--- src/rtl/hfrv_trace_buffer.sv ---
// hfrv_trace_buffer: retire-trace capture RAM with trigger, post window and drain.
// Optional HFRV_TRACE_TIMESTAMP_EN adds a per-entry cycle stamp and the rd_ts port.
module hfrv_trace_buffer #(
    parameter int XLEN  = 32,
    parameter int DEPTH = 64
`ifdef HFRV_TRACE_TIMESTAMP_EN
    ,
    parameter int TS_W  = 16
`endif
) (
    input  logic                     clk,
    input  logic                     reset,
    input  logic                     cap_valid,
    input  logic [XLEN-1:0]          cap_pc,
    input  logic [XLEN-1:0]          cap_instr,
    input  logic                     arm,
    input  logic [1:0]               trig_mode,
    input  logic [XLEN-1:0]          trig_value,
    input  logic [XLEN-1:0]          trig_mask,
    input  logic                     trig_ext,
    input  logic [$clog2(DEPTH)-1:0] post_count,
    input  logic                     rd_ready,
    output logic                     rd_valid,
    output logic [XLEN-1:0]          rd_pc,
    output logic [XLEN-1:0]          rd_instr,
`ifdef HFRV_TRACE_TIMESTAMP_EN
    output logic [TS_W-1:0]          rd_ts,
`endif
    output logic [1:0]               state_o,
    output logic [15:0]              dropped
);

    localparam int AW = $clog2(DEPTH);
    localparam int CW = AW + 1;

    typedef enum logic [1:0] {
        S_IDLE  = 2'd0,
        S_ARMED = 2'd1,
        S_POST  = 2'd2,
        S_DRAIN = 2'd3
    } state_t;

    state_t            r_state;
    state_t            w_state_nxt;
    logic [AW-1:0]     r_wr;
    logic [CW-1:0]     r_count;
    logic [AW-1:0]     r_remain;
    logic [1:0]        r_mode;
    logic [XLEN-1:0]   r_value;
    logic [XLEN-1:0]   r_mask;
    logic [AW-1:0]     r_post;
    logic              r_rd_valid;
    logic [XLEN-1:0]   r_rd_pc;
    logic [XLEN-1:0]   r_rd_instr;
    logic [15:0]       r_dropped;
    logic [XLEN-1:0]   r_ram_pc    [DEPTH];
    logic [XLEN-1:0]   r_ram_instr [DEPTH];

    logic              w_arm_ok;
    logic              w_store;
    logic              w_hit;
    logic              w_pc_match;
    logic              w_instr_match;
    logic              w_load;
    logic              w_pop;
    logic [AW-1:0]     w_rd;

    assign w_arm_ok      = arm && (r_state == S_IDLE);
    assign w_store       = cap_valid && (r_state == S_ARMED || r_state == S_POST);
    assign w_pc_match    = ((cap_pc ^ r_value) & r_mask) == '0;
    assign w_instr_match = ((cap_instr ^ r_value) & r_mask) == '0;
    // While draining, wr is frozen and count shrinks, so wr-count walks oldest-first.
    assign w_rd          = r_wr - r_count[AW-1:0];
    assign w_load        = (r_state == S_DRAIN) && (r_count != '0)
                           && (!r_rd_valid || rd_ready);
    assign w_pop         = r_rd_valid && rd_ready;

    // Trigger hit for the latched mode; external mode ignores the retire strobe
    always_comb begin
        w_hit = 1'b0;
        unique case (r_mode)
            2'd0:    w_hit = cap_valid;
            2'd1:    w_hit = cap_valid && w_pc_match;
            2'd2:    w_hit = cap_valid && w_instr_match;
            default: w_hit = trig_ext;
        endcase
    end

    // Next-state logic for the capture/drain sequence
    always_comb begin
        w_state_nxt = r_state;
        unique case (r_state)
            S_IDLE: begin
                if (arm) w_state_nxt = S_ARMED;
            end
            S_ARMED: begin
                if (w_hit) w_state_nxt = (r_post == '0) ? S_DRAIN : S_POST;
            end
            S_POST: begin
                if (cap_valid && r_remain == AW'(1)) w_state_nxt = S_DRAIN;
            end
            S_DRAIN: begin
                if (r_count == '0 && (!r_rd_valid || rd_ready)) w_state_nxt = S_IDLE;
            end
            default: w_state_nxt = S_IDLE;
        endcase
    end

    // State, pointers, trigger setup, drop counter and registered read port
    always_ff @(posedge clk) begin
        if (reset) begin
            r_state    <= S_IDLE;
            r_wr       <= '0;
            r_count    <= '0;
            r_remain   <= '0;
            r_mode     <= '0;
            r_value    <= '0;
            r_mask     <= '0;
            r_post     <= '0;
            r_rd_valid <= 1'b0;
            r_rd_pc    <= '0;
            r_rd_instr <= '0;
            r_dropped  <= '0;
        end else begin
            r_state <= w_state_nxt;
            if (w_arm_ok) begin
                r_mode    <= trig_mode;
                r_value   <= trig_value;
                r_mask    <= trig_mask;
                r_post    <= post_count;
                r_count   <= '0;
                r_dropped <= '0;
            end
            if (w_store) begin
                r_wr <= r_wr + 1'b1;
                if (r_count != CW'(DEPTH)) r_count <= r_count + 1'b1;
            end
            if (r_state == S_ARMED && w_hit) begin
                r_remain <= r_post;
            end else if (r_state == S_POST && cap_valid) begin
                r_remain <= r_remain - 1'b1;
            end
            if (r_state == S_DRAIN && cap_valid && r_dropped != 16'hFFFF) begin
                r_dropped <= r_dropped + 1'b1;
            end
            if (w_load) begin
                r_count    <= r_count - 1'b1;
                r_rd_valid <= 1'b1;
                r_rd_pc    <= r_ram_pc[w_rd];
                r_rd_instr <= r_ram_instr[w_rd];
            end else if (w_pop) begin
                r_rd_valid <= 1'b0;
            end
        end
    end

    // Trace RAM write port
    always_ff @(posedge clk) begin
        if (w_store) begin
            r_ram_pc[r_wr]    <= cap_pc;
            r_ram_instr[r_wr] <= cap_instr;
        end
    end

`ifdef HFRV_TRACE_TIMESTAMP_EN
    logic [TS_W-1:0] r_ts;
    logic [TS_W-1:0] r_rd_ts;
    logic [TS_W-1:0] r_ram_ts [DEPTH];

    // Free-running stamp, restarted by each accepted arm
    always_ff @(posedge clk) begin
        if (reset || w_arm_ok) r_ts <= '0;
        else                   r_ts <= r_ts + 1'b1;
    end

    // Stamp storage and read, aligned with the pc/instr read
    always_ff @(posedge clk) begin
        if (w_store) r_ram_ts[r_wr] <= r_ts;
        if (reset)       r_rd_ts <= '0;
        else if (w_load) r_rd_ts <= r_ram_ts[w_rd];
    end

    assign rd_ts = r_rd_ts;
`endif

    assign rd_valid = r_rd_valid;
    assign rd_pc    = r_rd_pc;
    assign rd_instr = r_rd_instr;
    assign state_o  = r_state;
    assign dropped  = r_dropped;

endmodule

--- config.mk ---
export PLATFORM = sky130hd
export DESIGN_NAME = hfrv_trace_buffer
export DESIGN_NICKNAME = d
export VERILOG_FILES = /design/src/rtl/hfrv_trace_buffer.sv
export SDC_FILE = /design/constraint.sdc
export NUM_CORES = 2
export LEC_CHECK = 0
export ABC_AREA = 1
export BUFFER_PORTS_ARGS = -buffer_cell sky130_fd_sc_hd__buf_4
export CAP_MARGIN = 15
export CORE_AREA = 3 3 472 824
export DETAILED_ROUTE_END_ITERATION = 8
export DIE_AREA = 0 0 475 827
export PLACE_DENSITY_LB_ADDON = 0.08
export SKIP_LAST_GASP = 1
export SLEW_MARGIN = 0
export SYNTH_ARGS = -nofsm -noshare
export SYNTH_HDL_FRONTEND = slang
export SYNTH_SLANG_ARGS = --single-unit
--- constraint.sdc ---
create_clock -name clk -period 11.5 [get_ports clk]
set_clock_uncertainty 0.05 [all_clocks]
set_input_delay 2.3 -clock clk [delete_from_list [all_inputs] [get_ports clk]]
set_output_delay 2.3 -clock clk [all_outputs]
set_load 0.005 [all_outputs]
==> results.toml <==
[setup_path]
critPathKind = "reg2reg"
critPathCaptureType = "register"
r2r_start = "r_wr[0]"
crit_arrival_ns = 6.37
slowest_stage = "buf_4"
reg2reg_to = "rd_pc[30]"
slowest_delay_ns = 0.82
critPathBufInv = 5
cp_max_fo = 177
cp.required_ns = 12.35
critPathLaunchType = "register"
cp_top_family = "buffers and inverters"
ff2ff_path_depth = 15
crit_top_cell = "nand2_1"
crit_cells = 15
cp_cell_sequence = "inv_1 > ha_4 > buf_12 > buf_4 > buf_4 > o21ai_0 > o32ai_1 > nand2_1 > o21ai_1 > nand2_1 > nand3_1 > nand2_1 > o211ai_1 > nand2_1 > inv_1"
rrSetupSlack_ns = 5.97

[route]
wl_mm = 610
via_per_inst = 6.05
dr.pass1.iters = 6
drc = 0
drt_iter0_markers = 13100
postRouteAntennaNets = 0
vias = 114000
routedWlPerCell_um = 32.4

[timing]
finalSetupViolations = 0
finalSetupTns_ns = 0
finalCritPeriodShare = 0.481
rsz0062_at_grt = "false"
max_freq_mhz = 181
timing.final.max_slew_violations = 0
final_hold_viol_count = 0
relSlewSlack = 0.135
tightest_slew_ns = 1.30
min_period_ns = 5.53

[synthesis]
synth_fp_nets = 13700
seq_area_frac_synth = 0.736
synth_top_area_cell = "edfxtp_1"
synth.area.top_cells = "edfxtp_1 (72%), nor2_1 (6.6%), o32ai_1 (4.6%), o21ai_0 (3.6%), nand2_1 (2.7%)"
netlist_area_mm2 = 0.172
ys_ff_latch = 4270
ys_types = 43
ys_async_sr_fraction = 0
synth_flop_cell = "edfxtp_1"
synth.top_cell.area_share = 0.716
synth_cells = 13500
avgSynthCellArea_um2 = 12.7
yosysWarningCount = 0
synth_edf_count = 4096

[min_path]
whs_endpoint = "r_post[2]"
hold_path.class = "reg2reg"
min_path_cells = 2
hp-start = "r_post[2]"

[grt]
antenna_found_initial = 37
grt_pass1_vias = 111000
grt.total_usage = 0.304
grt_max_degree = 204
grt_pass1_wl_mm = 845
grt_overflow = 0

[floorplanning]
die-area_mm2 = 0.393
core_mm2 = 0.382
num_rows = 300
initial_core_util = 0.449
die_h_um = 827
die_w_um = 475
ios = 225

[placement]
gp_congestion = 0.878
dp_hpwl_mm = 339
io_buffers = 224

[clocking]
cts_buffer_depth = 4
clock-sinks = 4270
cts_buffers = 388
clock_tree.root_cell = "clkbuf_16"
cts_resized = 0
cts_tree = "done"
clk_pin_slew_ns = 0.07
clk_latency_ns = 0.96
postCtsSetupBuffers = 0
htreeDepth = 5
postCtsHoldBufs = 0

[run_status]
outcome = "completed"

[power_and_ir_drop]
finalPower_mw = 52.3
p_leak_nw = 64.5
powerDensity_mw_per_mm2 = 273
irDropWorstVdd_v = 0.000376

[final_layout]
syn2layout_area_growth_pct = 11.4
layout-drive-gt1-share = 0.0924
nets = 13700

[job]
maxCapViolCount = 0
registers in the layout, indices dropped and copies added (netlist names), 6 cells and up:
name         count
r_ram_instr   2048
r_ram_pc      2048
r_mask          32
r_value         32
rd_instr        32
rd_pc           32
dropped         16
r_count          7
r_post           6
r_remain         6
r_wr             6
cell families (layout without fill, tap and decap cells):
| group | Yosys count | count (layout) | share of synthesized area |
|---|---|---|---|
| AND/OR/NAND/NOR | 4591 | 4591 | 0.103 |
| flip-flops | 4270 | 4270 | 0.736 |
| AO/OA/AOI/OAI | 2866 | 2866 | 0.106 |
| buffers and inverters | 1517 | 1809 | 0.0365 |
| multiplexers | 256 | 256 | 0.0158 |
| adder cells (fa/ha/maj) | 21 | 21 | 0.00157 |
| XOR/XNOR | 19 | 19 | 0.00101 |
| other | 0 | 15 | 0 |
layout make-up:
| class | instances | area (um2) |
|---|---|---|
| flip-flops and latches | 4270 | 126000 |
| clock inverters | 194 | 1860 |
| inverters | 595 | 2260 |
| well taps | 4983 | 6230 |
| repair buffers | 502 | 4200 |
| fillers | 33000 | 191000 |
| clock buffers | 518 | 10800 |
| diodes | 15 | 37.5 |
| multi-input cells | 7753 | 39700 |
how the worst max path moves through the flow:
stage	end	slack (ns)	startpoint
after floorplan	r_ram_instr[23][0]	3.51	cap_valid
after global placement	r_ram_instr[35][15]	5.14	cap_valid
after detailed placement	r_ram_instr[35][20]	5.09	cap_valid
after CTS	rd_pc[30]	6.00	r_wr[0]
after global routing	rd_pc[6]	5.71	r_wr[0]
final	rd_pc[30]	5.97	r_wr[0]
Yosys cell counts (64+ instances only):
library cell and instances:
edfxtp_1 4096, nor2_1 3011, nand2_1 1250, o21ai_0 1221, o32ai_1 896, inv_1 591, clkbuf_1 573, nand3_1 291
o21ai_1 279, buf_2 234, a21oi_1 195, dfxtp_1 174, mux2_2 128, mux2i_1 128, o22ai_1 128, o211ai_1 64
o21a_1 64
metrics by stage:
stage                util  hold WS (ns)  area, um2  cells  setup WS, ns
floorplan               -         0.400     172000  13500          3.51
detailed placement  0.468         0.432     179000  18100          5.09
CTS                 0.500         0.441     191000  18800          6.00
finish              0.501         0.440     191000  18800          5.97
global route        0.501         0.463     191000  18800          5.71
global placement    0.468         0.431     179000  18100          5.14
power by group:
group	internal [mW]	switching (mW)	leakage (nW)	total [mW]
Clock	7.34	5.81	6.17	13.1
Combinational	6.64	15.2	20.1	21.8
Sequential	17.2	0.127	38.2	17.3
cells in the final DEF (no fill, tap or decap), types with 19 or more instances in the layout:
cell type  netlist  layout
bufinv_16        0      34
o21ai_0       1221    1220
clkbuf_1       573      86
o32ai_1        896     896
nand2_1       1250    1249
ha_1            20      19
nor2_4           0      62
inv_1          591     589
nor2_1        3011    2949
mux2_2         128     128
o22ai_1        128     128
buf_4           32     467
o21ai_1        279     280
a21oi_1        195     195
o21a_1          64      64
mux2i_1        128     128
edfxtp_1      4096    4096
nand3_1        291     291
clkinv_1         1      70
dfxtp_1        174     174
clkinv_2         0      63
clkbuf_8         0      32
clkbuf_16        0     399
buf_12           0      34
o211ai_1        64      64
worst register-to-register path, stage by stage (launching register included):
cell	delay, ns
dfxtp_1	0.38
inv_1	0.11
ha_4	0.77
buf_12	0.67
buf_4	1.02
buf_4	0.86
o21ai_0	0.36
o32ai_1	0.22
nand2_1	0.10
o21ai_1	0.16
nand2_1	0.09
nand3_1	0.10
nand2_1	0.19
o211ai_1	0.27
nand2_1	0.08
inv_1	0.05
routing by layer:
metal | part of all wire | vias to the layer above | routed length (um) | global-route usage
met5 | 0.00014 | - | 83 | 0
met4 | 0.069 | 12 | 42000 | 0.176
met3 | 0.070 | 1268 | 42600 | 0.0486
met2 | 0.49 | 4806 | 299000 | 0.516
met1 | 0.37 | 58700 | 226000 | 0.369
li1 | - | 49200 | - | -
Power figures use the tool's default switching activity.
